`src/rtl/audf_load_ctrl_pkg.sv`:
```
// Shared constants for the AUDF load sequencer: channel count, FSM encodings,
// FIFO entry layout and address decode helpers.
package audf_load_ctrl_pkg;

  localparam int NUM_CH = 4;

  localparam logic [2:0] ST_IDLE    = 3'd0;
  localparam logic [2:0] ST_SETUP   = 3'd1;
  localparam logic [2:0] ST_ARM     = 3'd2;
  localparam logic [2:0] ST_RELEASE = 3'd3;
  localparam logic [2:0] ST_CLEAR   = 3'd4;

  typedef struct packed {
    logic [1:0] ch;
    logic [7:0] data;
  } audf_entry_t;

  // AUDF1..AUDF4 sit at the even addresses 0,2,4,6.
  function automatic logic audf_addr_hit(input logic [3:0] addr);
    return (addr[3] == 1'b0) && (addr[0] == 1'b0);
  endfunction

  function automatic logic [3:0] ch_onehot(input logic [1:0] ch);
    return 4'b0001 << ch;
  endfunction

endpackage

```
`src/rtl/audf_wr_fifo.sv`:
```
// Synchronous write FIFO for buffered AUDF writes; a push while full is dropped,
// push and pop on the same edge are both honoured.
module audf_wr_fifo #(
  parameter int DEPTH = 4,
  parameter int AW    = 2,
  parameter int W     = 10
) (
  input  logic         clk,
  input  logic         reset,
  input  logic         push_i,
  input  logic [W-1:0] wdata_i,
  input  logic         pop_i,
  output logic [W-1:0] rdata_o,
  output logic         full_o,
  output logic         empty_o
);

  logic [W-1:0] mem_q [DEPTH];
  logic [AW:0]  wr_ptr_q, wr_ptr_d;
  logic [AW:0]  rd_ptr_q, rd_ptr_d;
  logic         push_ok;
  logic         pop_ok;

  assign empty_o = (wr_ptr_q == rd_ptr_q);
  assign full_o  = (wr_ptr_q[AW] != rd_ptr_q[AW]) &&
                   (wr_ptr_q[AW-1:0] == rd_ptr_q[AW-1:0]);
  assign push_ok = push_i && !full_o;
  assign pop_ok  = pop_i && !empty_o;
  assign rdata_o = mem_q[rd_ptr_q[AW-1:0]];

  always_comb begin
    wr_ptr_d = wr_ptr_q;
    rd_ptr_d = rd_ptr_q;
    if (push_ok) wr_ptr_d = wr_ptr_q + 1'b1;
    if (pop_ok)  rd_ptr_d = rd_ptr_q + 1'b1;
  end

  always_ff @(posedge clk) begin
    if (reset) begin
      wr_ptr_q <= '0;
      rd_ptr_q <= '0;
    end else begin
      wr_ptr_q <= wr_ptr_d;
      rd_ptr_q <= rd_ptr_d;
    end
  end

  always_ff @(posedge clk) begin
    if (push_ok) mem_q[wr_ptr_q[AW-1:0]] <= wdata_i;
  end

endmodule

```
`src/rtl/audf_load_ctrl.sv`:
```
// Sequences buffered CPU writes into the four AUDF latch banks with a
// break-before-make Ld/nLd window. Optional AUDF_READBACK_EN adds shadow readback.
//
// state   | meaning
// IDLE    | waiting for a FIFO entry; pop loads working register and d_out
// SETUP   | ld[ch]=1, all nld high, data settling on d_out
// ARM     | ld[ch]=1, nld[ch]=0; bank captures on the first edge with enp=1
// RELEASE | nld[ch] back high, ld[ch] still high
// CLEAR   | all ld low, then back to IDLE
module audf_load_ctrl
  import audf_load_ctrl_pkg::*;
#(
  parameter int DEPTH = 4,
  parameter int AW    = 2
) (
  input  logic       clk,
  input  logic       reset,
  input  logic       enp,
  input  logic       cpu_wr,
  input  logic [3:0] cpu_addr,
  input  logic [7:0] cpu_data,
  output logic [7:0] d_out,
  output logic [3:0] ld,
  output logic [3:0] nld,
  output logic       busy,
  output logic       full,
  output logic       ovf
`ifdef AUDF_READBACK_EN
  ,
  input  logic [1:0] rd_ch,
  output logic [7:0] rd_data
`endif
);

  logic [2:0]  state_q, state_d;
  logic [1:0]  ch_q, ch_d;
  logic [7:0]  data_q, data_d;
  logic        ovf_q, ovf_d;
  logic        push;
  logic        pop;
  logic        fifo_full;
  logic        fifo_empty;
  audf_entry_t wr_entry;
  audf_entry_t head;
  logic [3:0]  sel;

  assign push     = cpu_wr && audf_addr_hit(cpu_addr);
  assign pop      = (state_q == ST_IDLE) && !fifo_empty;
  assign wr_entry = '{ch: cpu_addr[2:1], data: cpu_data};

  audf_wr_fifo #(
    .DEPTH (DEPTH),
    .AW    (AW),
    .W     ($bits(audf_entry_t))
  ) u_fifo (
    .clk     (clk),
    .reset   (reset),
    .push_i  (push),
    .wdata_i (wr_entry),
    .pop_i   (pop),
    .rdata_o (head),
    .full_o  (fifo_full),
    .empty_o (fifo_empty)
  );

  always_comb begin
    state_d = state_q;
    ch_d    = ch_q;
    data_d  = data_q;
    ovf_d   = ovf_q | (push && fifo_full);
    case (state_q)
      ST_IDLE: begin
        if (!fifo_empty) begin
          state_d = ST_SETUP;
          ch_d    = head.ch;
          data_d  = head.data;
        end
      end
      ST_SETUP:   state_d = ST_ARM;
      ST_ARM:     if (enp) state_d = ST_RELEASE;
      ST_RELEASE: state_d = ST_CLEAR;
      ST_CLEAR:   state_d = ST_IDLE;
      default:    state_d = ST_IDLE;
    endcase
  end

  always_ff @(posedge clk) begin
    if (reset) begin
      state_q <= ST_IDLE;
      ch_q    <= 2'd0;
      data_q  <= 8'h00;
      ovf_q   <= 1'b0;
    end else begin
      state_q <= state_d;
      ch_q    <= ch_d;
      data_q  <= data_d;
      ovf_q   <= ovf_d;
    end
  end

  // Outputs decode from registered state only, so the window is glitch-free.
  always_comb begin
    sel = ch_onehot(ch_q);
    ld  = 4'b0000;
    nld = 4'b1111;
    case (state_q)
      ST_SETUP, ST_RELEASE: ld = sel;
      ST_ARM: begin
        ld  = sel;
        nld = ~sel;
      end
      default: ;
    endcase
  end

  assign d_out = data_q;
  assign busy  = !fifo_empty || (state_q != ST_IDLE);
  assign full  = fifo_full;
  assign ovf   = ovf_q;

`ifdef AUDF_READBACK_EN
  logic [7:0] shadow_q [NUM_CH];

  always_ff @(posedge clk) begin
    if (reset) begin
      for (int i = 0; i < NUM_CH; i++) shadow_q[i] <= 8'h00;
    end else if ((state_q == ST_ARM) && enp) begin
      shadow_q[ch_q] <= data_q;
    end
  end

  assign rd_data = shadow_q[rd_ch];
`endif

endmodule

```
`config.mk`:
```
export PLATFORM = sky130hd
export DESIGN_NAME = audf_load_ctrl
export DESIGN_NICKNAME = d
export VERILOG_FILES = /design/src/rtl/audf_load_ctrl_pkg.sv /design/src/rtl/audf_wr_fifo.sv /design/src/rtl/audf_load_ctrl.sv
export SDC_FILE = /design/constraint.sdc
export NUM_CORES = 1
export LEC_CHECK = 0
export BUFFER_PORTS_ARGS = -buffer_cell sky130_fd_sc_hd__buf_2
export CORE_UTILIZATION = 30
export DETAILED_ROUTE_END_ITERATION = 6
export SYNTH_ARGS = -nofsm -noshare
export SYNTH_HDL_FRONTEND = slang
export SYNTH_SLANG_ARGS = --single-unit
```
`constraint.sdc`:
```
create_clock -name clk -period 2.2 [get_ports clk]
set_clock_uncertainty 0.1 [all_clocks]
set_input_delay 0.11 -clock clk [delete_from_list [all_inputs] [get_ports clk]]
set_output_delay 0.11 -clock clk [all_outputs]
set_load 0.02 [all_outputs]
```
### Word-level counts from Yosys, hierarchy flattened

Memories as Yosys holds them, arrays and structs flattened. A register that Yosys moved wholly into a read port is not among the register bits.
Cells that the tools add are included.

* bitwise gates (word level): 5
* shifts and indexed selects: 1
* add/subtract/negate cells: 2
* eq/ne operators: 8
* mux-type cells: 7
* reduce and logical (&&, ||, !) cells: 15
* div/mod/pow operators: 0
* multiply operators: 0
* $lt $le $gt $ge: 0

Operators with widths (number)
* $pmux 3 s4: 1
* $mux 4: 2
* $logic_and 1x1->1: 7
* $add 3x1->3 const B: 2
* $eq 3x2->1 const B: 2
* $mux 3: 2
* $ne 2x2->1 const B: 2
* $not 4->4: 1
* $reduce_and 2->1: 2
* $shl 1x2->4 const A: 1
* $eq 3x1->1 const B: 1
* $eq 3x3->1: 1
* $logic_not 3->1: 1
* $not 1->1: 3
* $reduce_bool 3->1: 1
* $reduce_or 3->1: 1
* $eq 2x2->1: 1
* $logic_not 1->1: 2
* $mux 1: 2
* $logic_or 1x1->1: 1
* $ne 1x1->1: 1
* $or 1x1->1: 1

* flip-flop bits (word level): 10
* bits in writable memories: 40
* memories: 1
* latch bits: 0
* bits of input ports: 16
* memory bits (read-only): 0
* output and inout port bits: 19

Memory list
* u_fifo.mem_q: words 4, bits a word 10, read ports 1, clocked after memory_dff 1, wr ports 1, RTL line audf_wr_fifo.sv:18 `logic [W-1:0] mem_q [DEPTH];`

### Longest topological paths before layout

Gate-level depths: netlist (run 1).

* depth in word-level cells: 6
* mapped depth: 6
* depth with buffers taken out: 4

### Hierarchy

From an unflattened synthesis (run 1), not the netlist that was laid out.

* cell total of the unflattened synthesis: 195
* area, all modules: 2735.1 um^2

By module, submodules not included
* audf_wr_fifo: cells an instance 120, area an instance 2016.9 um^2, sequential area each 1361.3 um^2, times used 1
* audf_load_ctrl: cells an instance 75, area an instance 718.2 um^2, sequential area each 280.3 um^2, times used 1

### Worst setup path after synthesis (run 1)

No wires, ideal clock.

* path kind: reg2reg
* start point: register u_fifo.wr_ptr_q[1]
* end point: memory u_fifo.mem_q[0][0] (enable)
* path slack: 0.533 ns
* arrival time: 1.251 ns
* required time: 1.784 ns
* period minus slack after synthesis: 1.667 ns
* stages on the path, launching flop included: 4
* path buffers: 0
* cells stage by stage: dfxtp_1 -> xor2_1 -> o31a_4 -> and2_2

* longest elaborated chain between the ends: 6

Ends and longest elaborated chain
* from (decl): RTL line audf_wr_fifo.sv:19 `logic [AW:0] wr_ptr_q, wr_ptr_d;`
* from (signal assigned): RTL line audf_wr_fifo.sv:43 `wr_ptr_q <= wr_ptr_d;`
* $eq 2x2->1: RTL line audf_wr_fifo.sv:26 `(wr_ptr_q[AW-1:0] == rd_ptr_q[AW-1:0]);`
* $logic_and 1x1->1: RTL line audf_wr_fifo.sv:25 `assign full_o = (wr_ptr_q[AW] != rd_ptr_q[AW]) &&`
* $logic_not 1->1: RTL line audf_wr_fifo.sv:27 `assign push_ok = push_i && !full_o;`
* $logic_and 1x1->1: RTL line audf_wr_fifo.sv:27
* $mux 1: RTL line audf_wr_fifo.sv:49 `if (push_ok) mem_q[wr_ptr_q[AW-1:0]] <= wdata_i;`
* $mux 1 (implied by the code): RTL line audf_wr_fifo.sv:49
* to (decl): RTL line audf_wr_fifo.sv:18

Several ways; a longest one is shown, not always the timed one.

### Worst setup path in the final report (run 1)

* start point: register u_fifo.wr_ptr_q[1]
* end point: memory u_fifo.mem_q[3][8] (enable)

Same word-level chain as after synthesis.

==> results of run 1 <==
-- layout make-up --
class	instances	area [sq um]	share of cell area (%)
repair buffers	49	310	9.45
inverters	5	18.8	0.572
well taps	108	135	4.12
multi-input cells	104	1030	31.2
clock inverters	7	67.6	2.06
clock buffers	9	124	3.77
flip-flops and latches	60	1600	48.8
-- repair_timing --
| action | in CTS | in global routing |
|---|---|---|
| hold buffers | 11 | 0 |
| resized for setup | 0 | 0 |
| endpoints found under the hold margin | 41 | 0 |
-- through the flow --
stage          hold WS, ns  setup WS [ns]
6_report             0.136          0.321
5_1_grt              0.170          0.161
4_1_cts              0.131          0.299
3_5_place_dp         0.237          0.314
3_3_place_gp         0.238          0.380
2_1_floorplan        0.109          0.533
-- placed cells by master (no fill, tap or decap), types with 2 or more instances in the layout --
cell | synthesis | final
nand3_1 | 2 | 2
mux2i_1 | 12 | 12
nand2_1 | 2 | 2
clkbuf_8 | 0 | 9
edfxtp_1 | 40 | 40
buf_4 | 0 | 4
nand2b_1 | 27 | 27
ha_1 | 5 | 5
mux2_4 | 2 | 2
xnor2_1 | 4 | 4
o31a_4 | 2 | 2
nor2_1 | 6 | 6
dfxtp_1 | 20 | 20
inv_1 | 5 | 5
a211o_1 | 2 | 2
dlygate4sd3_1 | 0 | 11
clkinvlp_4 | 0 | 2
nor3_1 | 4 | 4
clkinv_2 | 0 | 2
mux4_1 | 10 | 10
nor3b_1 | 3 | 3
xor2_1 | 2 | 2
buf_2 | 1 | 34
and2_2 | 4 | 4
nor4b_1 | 2 | 2
o311ai_0 | 3 | 3
-- cells by family (layout without fill, tap and decap cells) --
group	after synthesis	count (layout)	synth area share [%]
DFF	60	60	59.0
adders and majority gates	5	5	2.31
muxes	24	24	15.2
and+or+nand+nor	57	57	13.0
xor gates and xnor gates	7	7	2.95
AOI/OAI and AO/OA	11	11	4.38
buffers and inverters	14	70	3.14
-- cell usage after synthesis (all sizes together), types with 2 or more instances --
master / n
edfxtp: 40
nand2b: 27
dfxtp: 20
mux2i: 12
mux4: 10
nor2: 6
clkbuf: 5
ha: 5
inv: 5
nor3: 5
and2: 4
buf: 4
o311ai: 4
xnor2: 4
nor3b: 3
xor2: 3
a211o: 2
mux2: 2
nand2: 2
nand3: 2
nor4b: 2
o31a: 2
-- power by group --
| group | total [mW] | internal (mW) | switching [mW] |
|---|---|---|---|
| Clock | 0.954 | 0.516 | 0.438 |
| Combinational | 0.828 | 0.380 | 0.448 |
| Sequential | 1.41 | 1.31 | 0.101 |
| Total | 3.19 | 2.21 | 0.987 |
-- flip-flops by register name, summed over array words and instances (netlist names) --
name	flops
ch_q	2
d_out	8
ovf	1
state_q	3
u_fifo.mem_q	40
u_fifo.rd_ptr_q	3
u_fifo.wr_ptr_q	3
-- critical path, cell delays in order (launching register included) --
cell and delay (ns):
dfxtp_1 0.46, xor2_1 0.43, o31a_4 0.25, and2_2 0.32
-- routing by layer --
| layer | up-vias | track usage, % |
|---|---|---|
| li1 | 774 | - |
| met1 | 732 | 14.1 |
| met5 | - | 0 |
| met2 | 30 | 15.3 |
| met3 | 8 | 3.45 |
| met4 | 0 | 5.86 |
-- path summary, 6_finish.rpt --
| kind | depth (start not counted) | slack [ns] | startpoint | endpoint |
|---|---|---|---|---|
| min | 2 | 0.14 | reset | ovf |
| max | 3 | 0.32 | u_fifo.wr_ptr_q[1] | u_fifo.mem_q[3][8] |
| max reg2reg | 3 | 0.32 | u_fifo.wr_ptr_q[1] | u_fifo.mem_q[3][8] |
| min reg2reg | 2 | 0.37 | ovf | ovf |
==> run_results.csv, run 1 <==
group,metric,value,unit
yosys,synth_nets,199,
yosys,synth_edf_count,40,
detailed_routing,antenna_left,0,
cts,cts_setup_buffers,0,
finish,fillers,813,
cts,cts_root_buf,"clkbuf_8",
detailed_routing,drt_iter0_drc,62,
detailed_routing,dr_wl_met3,201,um
global_route,grt_pass1_wl,7.65,mm
global_route,overflow,0,
global_route,grt_pass1_vias,1533,
yosys,ys_seq_elements,60,
yosys,syn-mean-instance-area,15.2,sq um
detailed_routing,top_layer,"met4",
yosys,synth_flop_cell,"edfxtp_1",
finish,utilization,37.6,%
detailed_routing,wl_met2,2.03,mm
yosys,yosysSeqAreaShare,59.0,%
floorplanning,rows,34,
detailed_routing,vias,1544,
yosys,netlist_area,0.00271,sq mm
place,dp_cells,315,
worst_setup_path,worst-path-max-fanout,10,
yosys,synth.distinct_cells,36,
detailed_routing,drtPass1Iterations,4,
detailed_routing,viasPerCell,4.51,
floorplanning,dieArea,0.00943,sq mm
cts,cts_made_buffers,9,
timing,setup_viol,0,
cts,cts_tree,"done",
power,p_leak,1.24,nW
power,irDropWorstVdd,0.000325,V
status,status,"complete, no violations",
run,maxCapViolations,0,
finish,finalInstanceArea,0.00328,sq mm
place,place_area,0.00298,sq mm
cts,cts_sinks,60,
timing,fmax,0.532,GHz
place,hpwl,3.20,mm
worst_hold_path,hp-class,"input port to register",
worst_setup_path,arrival,1.80,ns
yosys,ys_top_cells_by_area,"edfxtp_1, dfxtp_1, mux4_1",
place,portBuffers,34,
timing,finalSetupTns,0,ns
place,place_congestion,0.717,
detailed_routing,drc,0,
worst_setup_path,worst-setup-path-type,"register to register",
detailed_routing,drt-met1-wl,2.30,mm
power,power.total,3.19,mW
floorplanning,die_x,97.1,um
global_route,antenna_found_initial,0,
finish,antennaDiodeCount,0,
detailed_routing,avgRoutedWirePerCell,13.6,um
detailed_routing,wirelength,4.64,mm
timing,relSlewSlack,64.0,%
cts,worstSkewPairLatency,0.34,ns
timing,finalHoldViolations,0,
cts,cts_buffer_depth,2,
yosys,synth_top_area_cell,"edfxtp_1",
finish,nNetsFinal,250,
yosys,yosysWarnings,0,
timing,post-route-min-period,1.88,ns
floorplanning,start_util,31.1,%
power,powerDensity,973,mW/mm^2
cts,cts.clk_slew.worst_paths,0.07,ns
global_route,grt_max_degree,39,
timing,rsz0062_at_grt,"no",
worst_setup_path,worstPathRequired,2.12,ns
worst_setup_path,cp-start-kind,"register",
timing,finalMaxSlewViolations,0,
finish,syn_to_final_growth,21.0,%
cts,cts_htree_levels,3,
yosys,synth_top_cell_area_share,44.3,%
timing,worst-slew-pin-transition,0.541,ns
floorplanning,die_h,97.1,um
timing,final.period_utilization,85.4,%
finish,drive_gt1_share,27.8,%
floorplanning,core,0.00872,sq mm
yosys,synthesis.instances,178,
global_route,grt_usage,10.6,%
floorplanning,ios,35,
worst_setup_path,cp-end-kind,"register",
finish,final_cells,342,
yosys,async_flop_share,0,%
Note: power is estimated with default switching activity, not from simulation.
==> run 2, diff against run 1 <==
--- a/config.mk
+++ b/config.mk
@@ -8,6 +8,7 @@
 export BUFFER_PORTS_ARGS = -buffer_cell sky130_fd_sc_hd__buf_2
 export CORE_UTILIZATION = 30
 export DETAILED_ROUTE_END_ITERATION = 6
+export RECOVER_POWER = 25
 export SYNTH_ARGS = -nofsm -noshare
 export SYNTH_HDL_FRONTEND = slang
 export SYNTH_SLANG_ARGS = --single-unit
==> run 2 against run 1 <==
  * Global-route usage stayed put
  * Highest routed layer unchanged
  * First-iteration DRC count stayed put
  * Cell count stayed put
  * Largest cell class unchanged
  * Sequential share of layout area is 0.15 points higher
==> run_results.csv, run 2 (synthesis gave the netlist of run 1 again) <==
group,metric,value,unit
status,status,"complete, no violations",
timing,finalSetupTns,0,ns
finish,final_cells,342,
global_route,antenna_found_initial,0,
finish,drive_gt1_share,24.4,%
cts,ctsResizeCount,0,
finish,largest_reg_flops,40,
timing,rsz0062_at_grt,"no",
timing,relSlewSlack,64.0,%
timing,post-route-min-period,1.88,ns
worst_setup_path,worst-setup-path-type,"register to register",
worst_setup_path,worst-path-max-fanout,10,
detailed_routing,drt_iter0_drc,62,
cts,cts_buffer_depth,2,
finish,fillers,814,
timing,final.period_utilization,85.3,%
timing,worst-slew-pin-transition,0.540,ns
floorplanning,core,0.00872,sq mm
floorplanning,start_util,31.1,%
timing,setup_viol,0,
floorplanning,ios,35,
finish,finalInstanceArea,0.00327,sq mm
cts,cts_htree_levels,3,
worst_setup_path,cp-end-kind,"register",
timing,fmax,0.533,GHz
cts,cts_tree,"done",
finish,syn_to_final_growth,20.7,%
power,power.total,3.19,mW
place,hpwl,3.20,mm
cts,cts_made_buffers,9,
floorplanning,die_h,97.1,um
detailed_routing,drtPass1Iterations,4,
detailed_routing,drc,0,
worst_setup_path,cp-start-kind,"register",
timing,finalHoldViolations,0,
cts,cts_sinks,60,
detailed_routing,wirelength,4.63,mm
floorplanning,die_x,97.1,um
global_route,grt_max_degree,39,
worst_hold_path,hp-class,"input port to register",
global_route,grt_usage,10.6,%
global_route,grt_pass1_vias,1533,
worst_setup_path,worstPathRequired,2.12,ns
power,p_leak,1.22,nW
place,dp_cells,315,
finish,antennaDiodeCount,0,
finish,nNetsFinal,250,
cts,worstSkewPairLatency,0.34,ns
cts,cts.clk_slew.worst_paths,0.07,ns
finish,final_common_cell,"edfxtp_1",
finish,multiInputGateArea,0.00103,sq mm
global_route,overflow,0,
place,place_area,0.00298,sq mm
floorplanning,dieArea,0.00943,sq mm
detailed_routing,antenna_left,0,
detailed_routing,viasPerCell,4.53,
cts,cts_root_buf,"clkbuf_8",
worst_setup_path,arrival,1.79,ns
global_route,grt_pass1_wl,7.65,mm
timing,finalMaxSlewViolations,0,
floorplanning,rows,34,
detailed_routing,avgRoutedWirePerCell,13.5,um
place,place_congestion,0.717,
finish,layout_common_cells,"edfxtp_1, nand2b_1, buf_2, dfxtp_1, mux2i_1",
finish,seqCellArea,0.00160,sq mm
place,portBuffers,34,
detailed_routing,vias,1549,
power,irDropWorstVdd,0.000325,V
run,maxCapViolations,0,
power,powerDensity,975,mW/mm^2
-- run 2: cell count changes in the layout (fill, tap and decap cells not counted) --
cell | before | now
clkbuf_1 | 0 | 8
buf_2 | 34 | 26
-- run 2: layout make-up --
type | instances | area share, %
timing repair buffer | 49 | 9.17
clock buffer | 9 | 3.78
tap | 108 | 4.13
clock inverter | 7 | 2.06
inverter | 5 | 0.573
multi-input combinational | 104 | 31.3
sequential | 60 | 48.9
-- run 2: power by group --
| group | total (mW) | internal [mW] | switching, mW | leakage (nW) |
|---|---|---|---|---|
| sequential | 1.41 | 1.31 | 0.101 | 0.524 |
| combinational | 0.825 | 0.378 | 0.448 | 0.603 |
| clock | 0.953 | 0.516 | 0.437 | 0.0926 |
| total | 3.19 | 2.20 | 0.986 | 1.22 |
-- run 2: path summary, 6_finish.rpt --
kind / depth (start not counted) / startpoint / slack, ns / end
hold / removal: 2 / reset / 0.14 / ovf
setup reg to reg: 3 / u_fifo.wr_ptr_q[1] / 0.32 / u_fifo.mem_q[2][8]
setup / recovery: 3 / u_fifo.wr_ptr_q[1] / 0.32 / u_fifo.mem_q[2][8]
hold reg to reg: 2 / ovf / 0.37 / ovf
-- run 2: metrics by stage --
step	utilization [%]	worst slack (ns)	hold WS, ns
6_report	37.5	0.323	0.136
5_1_grt	37.5	0.161	0.170
4_1_cts	37.6	0.299	0.131
3_5_place_dp	34.2	0.314	0.237
3_3_place_gp	34.2	0.380	0.238
2_1_floorplan	-	0.533	0.109
-- run 2: worst max-delay path, cell delays in order (launching register included) --
cell,delay (ns)
dfxtp_1,0.46
xor2_1,0.43
o31a_4,0.25
and2_2,0.32
-- run 2: metal layers --
layer / vias up / GRT usage, % / part of all wire (%)
met5: - / 0 / 0
met4: 0 / 5.86 / 2.1
met3: 8 / 3.45 / 4.7
met2: 32 / 15.3 / 44
met1: 735 / 14.1 / 49
li1: 774 / - / -
-- run 2: what timing repair did --
action                                 in CTS  in global routing
setup buffers                               0                  0
hold buffers                               11                  0
endpoints found under the hold margin      41                  0
